File: config.mk
export PLATFORM = sky130hd
export DESIGN_NAME = cpu_control_unit_flat
export DESIGN_NICKNAME = d
export VERILOG_FILES = /design/src/rtl/cpu_pkg.sv /design/src/rtl/cpu_control_unit_if.sv /design/src/rtl/cpu_control_unit_instr_classifier.sv /design/src/rtl/cpu_control_unit.sv /design/src/flat_wrapper.sv
export SDC_FILE = /design/constraint.sdc
export NUM_CORES = 1
export LEC_CHECK = 0
export ABC_AREA = 1
export BUFFER_PORTS_ARGS = -buffer_cell sky130_fd_sc_hd__buf_2
export CORE_AREA = 2 2 39 41
export DETAILED_ROUTE_END_ITERATION = 6
export DIE_AREA = 0 0 41 43
export PLACE_DENSITY = 0.74
export RECOVER_POWER = 100
export SLEW_MARGIN = 20
export SYNTH_ARGS = -nofsm -noshare
export SYNTH_HDL_FRONTEND = slang
export SYNTH_SLANG_ARGS = --single-unit
File: constraint.sdc
create_clock -name clk -period 2.64 [get_ports clk]
set_clock_uncertainty 0.1 [all_clocks]
set_input_delay 0.528 -clock clk [delete_from_list [all_inputs] [get_ports clk]]
set_output_delay 0.528 -clock clk [all_outputs]
set_load 0.1 [all_outputs]
File: src/rtl/cpu_pkg.sv
// Shared definitions for the cpu control sequencer: state encoding,
// instruction class encodings, instruction field positions and the
// bundle of control strobes the sequencer drives.
// Ports: none (package).
package cpu_pkg;

  localparam int STATE_W = 3;
  localparam int INSTR_W = 32;

  // Instruction field positions
  localparam int COND_HI  = 31;
  localparam int COND_LO  = 28;
  localparam int CLASS_HI = 27;
  localparam int CLASS_LO = 26;
  localparam int SWI_HI   = 25;
  localparam int SWI_LO   = 24;
  localparam int LBIT     = 20;

  localparam logic [3:0] COND_NV = 4'hF;
  localparam logic [1:0] SWI_PAT = 2'b11;

  typedef enum logic [STATE_W-1:0] {
    S_FETCH      = 3'd0,
    S_DECODE     = 3'd1,
    S_EXECUTE    = 3'd2,
    S_MEM_ADDR   = 3'd3,
    S_MEM_ACCESS = 3'd4,
    S_MEM_WB     = 3'd5,
    S_RESTORE    = 3'd6,
    S_HALT       = 3'd7
  } state_t;

  typedef enum logic [1:0] {
    CLS_DP  = 2'b00,
    CLS_LS  = 2'b01,
    CLS_BR  = 2'b10,
    CLS_SYS = 2'b11
  } cls_t;

  // All datapath strobes in one word so they can be defaulted/cleared together.
  typedef struct packed {
    logic addrwrite;
    logic addrin1;
    logic addrin2;
    logic addrout1;
    logic increment_enable;
    logic instrin;
    logic memwrite;
    logic regwrite;
    logic wbmem;
    logic alupc;
  } ctrl_t;

endpackage

File: src/rtl/cpu_control_unit_if.sv
// Bundle between the control sequencer and the cpu datapath.
// Ports: instr/stall into the sequencer; c_* strobes, state, halted out.
// With CPU_CTRL_PERF_EN defined, cycle_count/instr_count are also carried.
interface cpu_control_unit_if;
  import cpu_pkg::*;

  logic [INSTR_W-1:0] instr;
  logic               stall;
  logic               c_addrwrite;
  logic               c_addrin1;
  logic               c_addrin2;
  logic               c_addrout1;
  logic               c_incrementEnable;
  logic               c_instrin;
  logic               c_memwrite;
  logic               c_regwrite;
  logic               c_wbmem;
  logic               c_alupc;
  logic [STATE_W-1:0] state;
  logic               halted;
`ifdef CPU_CTRL_PERF_EN
  logic [31:0]        cycle_count;
  logic [31:0]        instr_count;
`endif

  // master = sequencer, slave = datapath side
  modport master (
    input  instr, stall,
    output c_addrwrite, c_addrin1, c_addrin2, c_addrout1, c_incrementEnable,
           c_instrin, c_memwrite, c_regwrite, c_wbmem, c_alupc, state, halted
`ifdef CPU_CTRL_PERF_EN
    , output cycle_count, instr_count
`endif
  );

  modport slave (
    output instr, stall,
    input  c_addrwrite, c_addrin1, c_addrin2, c_addrout1, c_incrementEnable,
           c_instrin, c_memwrite, c_regwrite, c_wbmem, c_alupc, state, halted
`ifdef CPU_CTRL_PERF_EN
    , input cycle_count, instr_count
`endif
  );

endinterface

File: src/rtl/cpu_control_unit_instr_classifier.sv
// Combinational instruction classifier for the control sequencer.
// Ports: instr in; cls, is_load, is_nop, is_halt out. No latency.
// Never-condition instructions are NOPs regardless of class.
module instr_classifier
  import cpu_pkg::*;
(
  input  logic [INSTR_W-1:0] instr,
  output cls_t               cls,
  output logic               is_load,
  output logic               is_nop,
  output logic               is_halt
);

  logic never;
  logic swi_pat;

  assign never   = (instr[COND_HI:COND_LO] == COND_NV);
  assign cls     = cls_t'(instr[CLASS_HI:CLASS_LO]);
  assign swi_pat = (instr[SWI_HI:SWI_LO] == SWI_PAT);
  assign is_load = instr[LBIT];
  assign is_halt = !never && (cls == CLS_SYS) && swi_pat;
  assign is_nop  = never || ((cls == CLS_SYS) && !swi_pat);

  // Operand/immediate fields are irrelevant to sequencing.
  logic unused_fields;
  assign unused_fields = ^{instr[23:21], instr[19:0]};

endmodule

File: src/rtl/cpu_control_unit.sv
// Multi-cycle fetch/decode/execute sequencer driving all cpu datapath strobes.
// Ports: clk, rst (async, active-high), bus (master modport: instr/stall in,
// c_* strobes, state, halted out). Strobes decode state+instr combinationally;
// stall freezes state and zeroes strobes. Optional CPU_CTRL_PERF_EN adds
// cycle_count/instr_count performance counters.
module cpu_control_unit
  import cpu_pkg::*;
(
  input  logic                 clk,
  input  logic                 rst,
  cpu_control_unit_if.master   bus
);

  state_t state_q;
  state_t state_d;
  ctrl_t  ctrl;
  cls_t   cls;
  logic   is_load;
  logic   is_nop;
  logic   is_halt;

  instr_classifier u_classifier (
    .instr   (bus.instr),
    .cls     (cls),
    .is_load (is_load),
    .is_nop  (is_nop),
    .is_halt (is_halt)
  );

  always_ff @(posedge clk or posedge rst) begin
    if (rst) state_q <= S_FETCH;
    else     state_q <= state_d;
  end

  always_comb begin
    ctrl    = '0;
    state_d = state_q;
    case (state_q)
      S_FETCH: begin
        ctrl.addrout1 = 1'b1;
        state_d       = S_DECODE;
      end
      S_DECODE: begin
        ctrl.instrin          = 1'b1;
        ctrl.addrwrite        = 1'b1;
        ctrl.addrin2          = 1'b1;
        ctrl.increment_enable = 1'b1;
        state_d               = S_EXECUTE;
      end
      S_EXECUTE: begin
        // Halt and NOP checks come first so a never-condition load/store
        // does not start a memory sequence.
        if (is_halt) begin
          state_d = S_HALT;
        end else if (is_nop) begin
          state_d = S_FETCH;
        end else begin
          case (cls)
            CLS_DP: begin
              ctrl.regwrite = 1'b1;
              state_d       = S_FETCH;
            end
            CLS_BR: begin
              ctrl.addrwrite = 1'b1;
              ctrl.addrin1   = 1'b1;
              state_d        = S_FETCH;
            end
            CLS_LS:  state_d = S_MEM_ADDR;
            default: state_d = S_FETCH;
          endcase
        end
      end
      S_MEM_ADDR: begin
        ctrl.addrwrite = 1'b1;
        ctrl.addrin1   = 1'b1;
        state_d        = S_MEM_ACCESS;
      end
      S_MEM_ACCESS: begin
        ctrl.addrout1 = 1'b1;
        ctrl.memwrite = !is_load;
        state_d       = is_load ? S_MEM_WB : S_RESTORE;
      end
      S_MEM_WB: begin
        ctrl.regwrite = 1'b1;
        ctrl.wbmem    = 1'b1;
        state_d       = S_RESTORE;
      end
      S_RESTORE: begin
        ctrl.addrwrite = 1'b1;
        ctrl.addrin1   = 1'b1;
        ctrl.alupc     = 1'b1;
        state_d        = S_FETCH;
      end
      S_HALT:  state_d = S_HALT;
      default: state_d = S_FETCH;
    endcase

    // Stall holds the current state so its strobes re-issue once released.
    if (bus.stall) begin
      ctrl    = '0;
      state_d = state_q;
    end

    // Strobes stay quiet for the whole reset, including the asserting cycle.
    if (rst) ctrl = '0;
  end

  assign bus.c_addrwrite       = ctrl.addrwrite;
  assign bus.c_addrin1         = ctrl.addrin1;
  assign bus.c_addrin2         = ctrl.addrin2;
  assign bus.c_addrout1        = ctrl.addrout1;
  assign bus.c_incrementEnable = ctrl.increment_enable;
  assign bus.c_instrin         = ctrl.instrin;
  assign bus.c_memwrite        = ctrl.memwrite;
  assign bus.c_regwrite        = ctrl.regwrite;
  assign bus.c_wbmem           = ctrl.wbmem;
  assign bus.c_alupc           = ctrl.alupc;
  assign bus.state             = state_q;
  assign bus.halted            = (state_q == S_HALT) && !rst;

`ifdef CPU_CTRL_PERF_EN
  logic [31:0] cycle_q;
  logic [31:0] instr_q;

  always_ff @(posedge clk or posedge rst) begin
    if (rst) begin
      cycle_q <= '0;
      instr_q <= '0;
    end else if (!bus.stall) begin
      if (state_q != S_HALT)    cycle_q <= cycle_q + 32'd1;
      if (state_q == S_EXECUTE) instr_q <= instr_q + 32'd1;
    end
  end

  assign bus.cycle_count = cycle_q;
  assign bus.instr_count = instr_q;
`endif

endmodule

File: src/flat_wrapper.sv
// flat-port wrapper written by rule: the top's interface ports become plain ports
module cpu_control_unit_flat import cpu_pkg::*;
  (clk, rst, bus_instr, bus_stall, bus_c_addrwrite, bus_c_addrin1, bus_c_addrin2, bus_c_addrout1, bus_c_incrementEnable, bus_c_instrin, bus_c_memwrite, bus_c_regwrite, bus_c_wbmem, bus_c_alupc, bus_state, bus_halted);
  cpu_control_unit_if bus_i ();
  input  logic clk;
  input  logic rst;
  input wire logic [$bits(bus_i.instr)-1:0] bus_instr;
  input wire logic [$bits(bus_i.stall)-1:0] bus_stall;
  output wire logic [$bits(bus_i.c_addrwrite)-1:0] bus_c_addrwrite;
  output wire logic [$bits(bus_i.c_addrin1)-1:0] bus_c_addrin1;
  output wire logic [$bits(bus_i.c_addrin2)-1:0] bus_c_addrin2;
  output wire logic [$bits(bus_i.c_addrout1)-1:0] bus_c_addrout1;
  output wire logic [$bits(bus_i.c_incrementEnable)-1:0] bus_c_incrementEnable;
  output wire logic [$bits(bus_i.c_instrin)-1:0] bus_c_instrin;
  output wire logic [$bits(bus_i.c_memwrite)-1:0] bus_c_memwrite;
  output wire logic [$bits(bus_i.c_regwrite)-1:0] bus_c_regwrite;
  output wire logic [$bits(bus_i.c_wbmem)-1:0] bus_c_wbmem;
  output wire logic [$bits(bus_i.c_alupc)-1:0] bus_c_alupc;
  output wire logic [$bits(bus_i.state)-1:0] bus_state;
  output wire logic [$bits(bus_i.halted)-1:0] bus_halted;
  assign bus_i.instr = bus_instr;
  assign bus_i.stall = bus_stall;
  assign bus_c_addrwrite = bus_i.c_addrwrite;
  assign bus_c_addrin1 = bus_i.c_addrin1;
  assign bus_c_addrin2 = bus_i.c_addrin2;
  assign bus_c_addrout1 = bus_i.c_addrout1;
  assign bus_c_incrementEnable = bus_i.c_incrementEnable;
  assign bus_c_instrin = bus_i.c_instrin;
  assign bus_c_memwrite = bus_i.c_memwrite;
  assign bus_c_regwrite = bus_i.c_regwrite;
  assign bus_c_wbmem = bus_i.c_wbmem;
  assign bus_c_alupc = bus_i.c_alupc;
  assign bus_state = bus_i.state;
  assign bus_halted = bus_i.halted;
  cpu_control_unit u_core (.clk(clk), .rst(rst), .bus(bus_i));
endmodule
# After elaboration in Yosys (flattened, before gate mapping)
# Index checks and enable logic that the tools add are counted.
# word_totals
ff_bits	3
input_bits	35
output_inout_bits	14
wordCells	49
# op_classes
eq_ne	12
muxes	22
n_reduce_logical	14
# op_table
cell	count
$pmux W3 S8	1
$mux W10	2
$mux W2	7
$eq A3 B3 Y1 const B	4
$mux W1	8
$eq A2 B2 Y1 const B	3
$eq A3 B2 Y1 const B	2
$pmux W1 S2	3
$eq A4 B4 Y1 const B	1
$logic_and A1 B1 Y1	4
$logic_not A1 Y1	4
$reduce_or A2 Y1	2
$eq A3 B1 Y1 const B	1
$logic_not A3 Y1	1
$mux W3	1
$reduce_or A3 Y1	1
$eq A2 B1 Y1 const B	1
$logic_not A2 Y1	1
$logic_or A1 B1 Y1	1

# Longest topological paths before layout
# depth
ltp_word	9
mapped_depth	8
depth_no_buf	7

# Cells and area by module
# From an unflattened synthesis, not the netlist that was laid out.
# unflattened
cells_unflattened	73
area_unflattened_um2	397.9
# by_module_without_submodules
module	instances	cells_each	area_each_um2	seq_area_each_um2
cpu_control_unit	1	58	327.8	75.1
instr_classifier	1	15	70.1	0.0

# Least setup slack after synthesis
# Ideal clock, no wire load.
# synth_timing
path_kind	register to output
start	register u_core.state_q[2], in the netlist u_core.bus.state[2]
end	output bus_c_memwrite
arrival_ns	3.305
required_ns	2.012
setup_slack_ns	-1.293
path_stages_with_launch	4
path_buffers	1
path_cell_list	dfrtp_1 > buf_6 > nand2_1 > nor3_1
# synth_via
elab_chain_cells	4
# synth_rtl
item	line	rtl
start: declaration	cpu_control_unit.sv:14	state_t state_q;
start signal: assignment	cpu_control_unit.sv:32	else state_q <= state_d;
$eq A3 B3 Y1	cpu_control_unit.sv:38	case (state_q)
$mux W1	cpu_control_unit.sv:38	
$mux W10	cpu_control_unit.sv:99	if (bus.stall) begin
$mux W10	cpu_control_unit.sv:105	if (rst) ctrl = '0;
end: declaration	flat_wrapper.sv:15	output wire logic [$bits(bus_i.c_memwrite)-1:0] bus_c_memwrite;
# No other way between the ends.

# Final worst setup path
# layout_timing
start	register u_core.state_q[1], in the netlist u_core.bus.state[1]
end	output bus_c_instrin
# layout_via
elab_chain_cells	4
# layout_rtl
item	line	rtl
$eq A3 B1 Y1	cpu_control_unit.sv:38	
$mux W2	cpu_control_unit.sv:38	
$mux W10	cpu_control_unit.sv:99	
$mux W10	cpu_control_unit.sv:105	
end: declaration	flat_wrapper.sv:14	output wire logic [$bits(bus_i.c_instrin)-1:0] bus_c_instrin;
# No other way between the ends.

==> results.yml <==
cells_and_area:
  mostFrequentLayoutCells: "nand2_1, inv_1, clkbuf_2, buf_2, nor2_1"
  nets: 130
  mostFrequentLayoutCell: "nand2_1"
  syn_to_final_growth_pct: 45.45
  fin_util_pct: 39.06
  layout-drive-gt1-share_pct: 38.30
  largest_reg_flops: 3
  antenna_cells: 0
die:
  dieArea_sq_mm: 0.001763
  start_util_pct: 26.85
  num_io_pins: 49
  die_w_um: 41
  core_region_area_sq_mm: 0.001384
  fp-row-count: 14
  die-height_um: 43
synth:
  synth-seq-cells: 3
  synth_top_area_share_pct: 20.20
  synth_nets: 104
  ys_types: 12
  synth_warnings: 0
  syn_area_per_cell_sq_um: 5.386
  ys_top_cells_by_area: "dfrtp_1, nand2_1, inv_1, nor2_1, a21oi_1"
  yosysTopAreaCell: "dfrtp_1"
  synthCells: 69
  yosysSeqAreaShare_pct: 20.20
  synthesis.area_sq_um: 371.6
worst_hold_path:
  hp-class: "in2async"
sta:
  setup_ws_ps: 312.0
  maxClockFrequency_mhz: 429.5
  slew_viol_final: 0
  setup-tns-final_ps: 0
  finalHoldViolCount: 0
  finalSetupViolCount: 0
  rsz0062_at_grt: "false"
  final.min_clock_period_ps: 2328
  worst_slew_pin_slew_ps: 1159
  hold_ws_ps: 94.81
  slew_headroom_pct: 23.03
  timing.final.crit_share_pct: 88.18
clock_tree:
  cts_root_buffer: "clkbuf_4"
  cts_buffer_depth: 2
  hold_buffers: 0
  path_clk_slew_ps: 40
  clk_latency_ps: 230
  ctsResizeCount: 0
  cts_max_level: 1
  cts_setup_buffers: 0
  cts_tree: "built"
  cts.sinks: 3
  cts_buffers: 3
power:
  power_density_mw_per_mm2: 1432
  total_leakage_power_nw: 0.3101
  vdd_ir_drop_max_v: 0.0006611
  total_power_mw: 0.7739
global_route:
  antenna_found_initial: 0
  grt_overflow: 0
  grt_first_pass_wirelength_um: 1380
  use_met2_pct: 20.00
  grt_max_degree: 10
  grt_usage_pct: 10.88
  use_met1_pct: 12.34
  busiest_layer: "met2"
  use_met3_pct: 1.571
  grt_pass1_vias: 392
status:
  outcome: "finished, final reports clean"
placement:
  hpwl_um: 763.5
  portBuffers: 25
  place_congestion: 0.7015
  place_ws_ps: 405.1
route:
  wl_um: 932
  avgRoutedWirePerCell_um: 8.473
  dr.pass1.iters: 4
  drc: 0
  drt_iter0_drc: 12
  vias_per_cell: 4.473
  vias: 492
  postRouteAntennaNets: 0
worst_setup_path:
  regToRegSetupSlack_ps: 1380
  required_ps: 2010
  critPathLaunchType: "flop"
  worstSetupPathType: "reg2out"
  timing.rr.start: "u_core.bus.state[2]"
  arrival_ps: 1700
  critPathMaxFanout: 9
  r2r-end: "u_core.bus.state[0]"
  reg2reg_depth: 3
  endpoint_kind: "output pin"
flow_run:
  maxCapViolations: 0
-- cell usage after synthesis (all sizes together) --
master	instances
buf	4
dfrtp	3
nor3	2
nor2	14
inv	13
nand2	22
nand3	2
a21oi	8
o22ai	1
-- cell families (layout without fill, tap and decap cells) --
family,after synthesis,after routing,share of synthesized area (%)
AND/OR/NAND/NOR,40,40,45.12
buffers and inverters,17,42,22.22
flip-flops,3,3,20.20
AO/OA/AOI/OAI,9,9,12.46
-- cell type report --
class / instances / area, sq um
flip-flops and latches: 3 / 80.08
well taps: 16 / 20.02
inverters: 13 / 52.55
clock buffers: 4 / 26.28
repair buffers: 25 / 120.1
fillers: 153 / 843.3
multi-input cells: 49 / 241.5
-- metal layers --
layer / share of wire (%) / vias up
met5: 0 / -
met4: 0.21 / 0
met3: 8.2 / 2
met2: 53 / 26
met1: 39 / 205
li1: - / 259
-- power by group --
| part | internal (mW) | switching [mW] |
|---|---|---|
| Sequential | 0.0757 | 0.0593 |
| Combinational | 0.0903 | 0.467 |
| Clock | 0.0567 | 0.0248 |
| Total | 0.223 | 0.551 |
-- per-stage QoR --
step,area (sq um),cells
finish,540.5,110
global route,540.5,110
CTS,561.8,110
detailed placement,535.5,106
global placement,535.5,106
floorplan,409.1,69
-- worst max-delay path: stages (launching register included) --
cell        delay [ps]
dfrtp_4            510
inv_1              100
nand2_1            100
nor2_1             100
nand2_1            100
clkinvlp_4         100
clkbuf_2           450
-- worst max-delay path by stage --
stage	startpoint	end	slack (ps)	cells after the start
2_1_floorplan	u_core.bus.state[1]	bus_c_incrementEnable	30	7
3_3_place_gp	bus_stall	bus_c_alupc	370	5
3_5_place_dp	bus_stall	bus_c_wbmem	410	5
4_1_cts	u_core.bus.state[1]	bus_c_instrin	340	6
5_1_grt	u_core.bus.state[2]	bus_c_addrwrite	190	8
6_report	u_core.bus.state[1]	bus_c_instrin	310	6
Note: power is estimated with default switching activity, not from simulation.
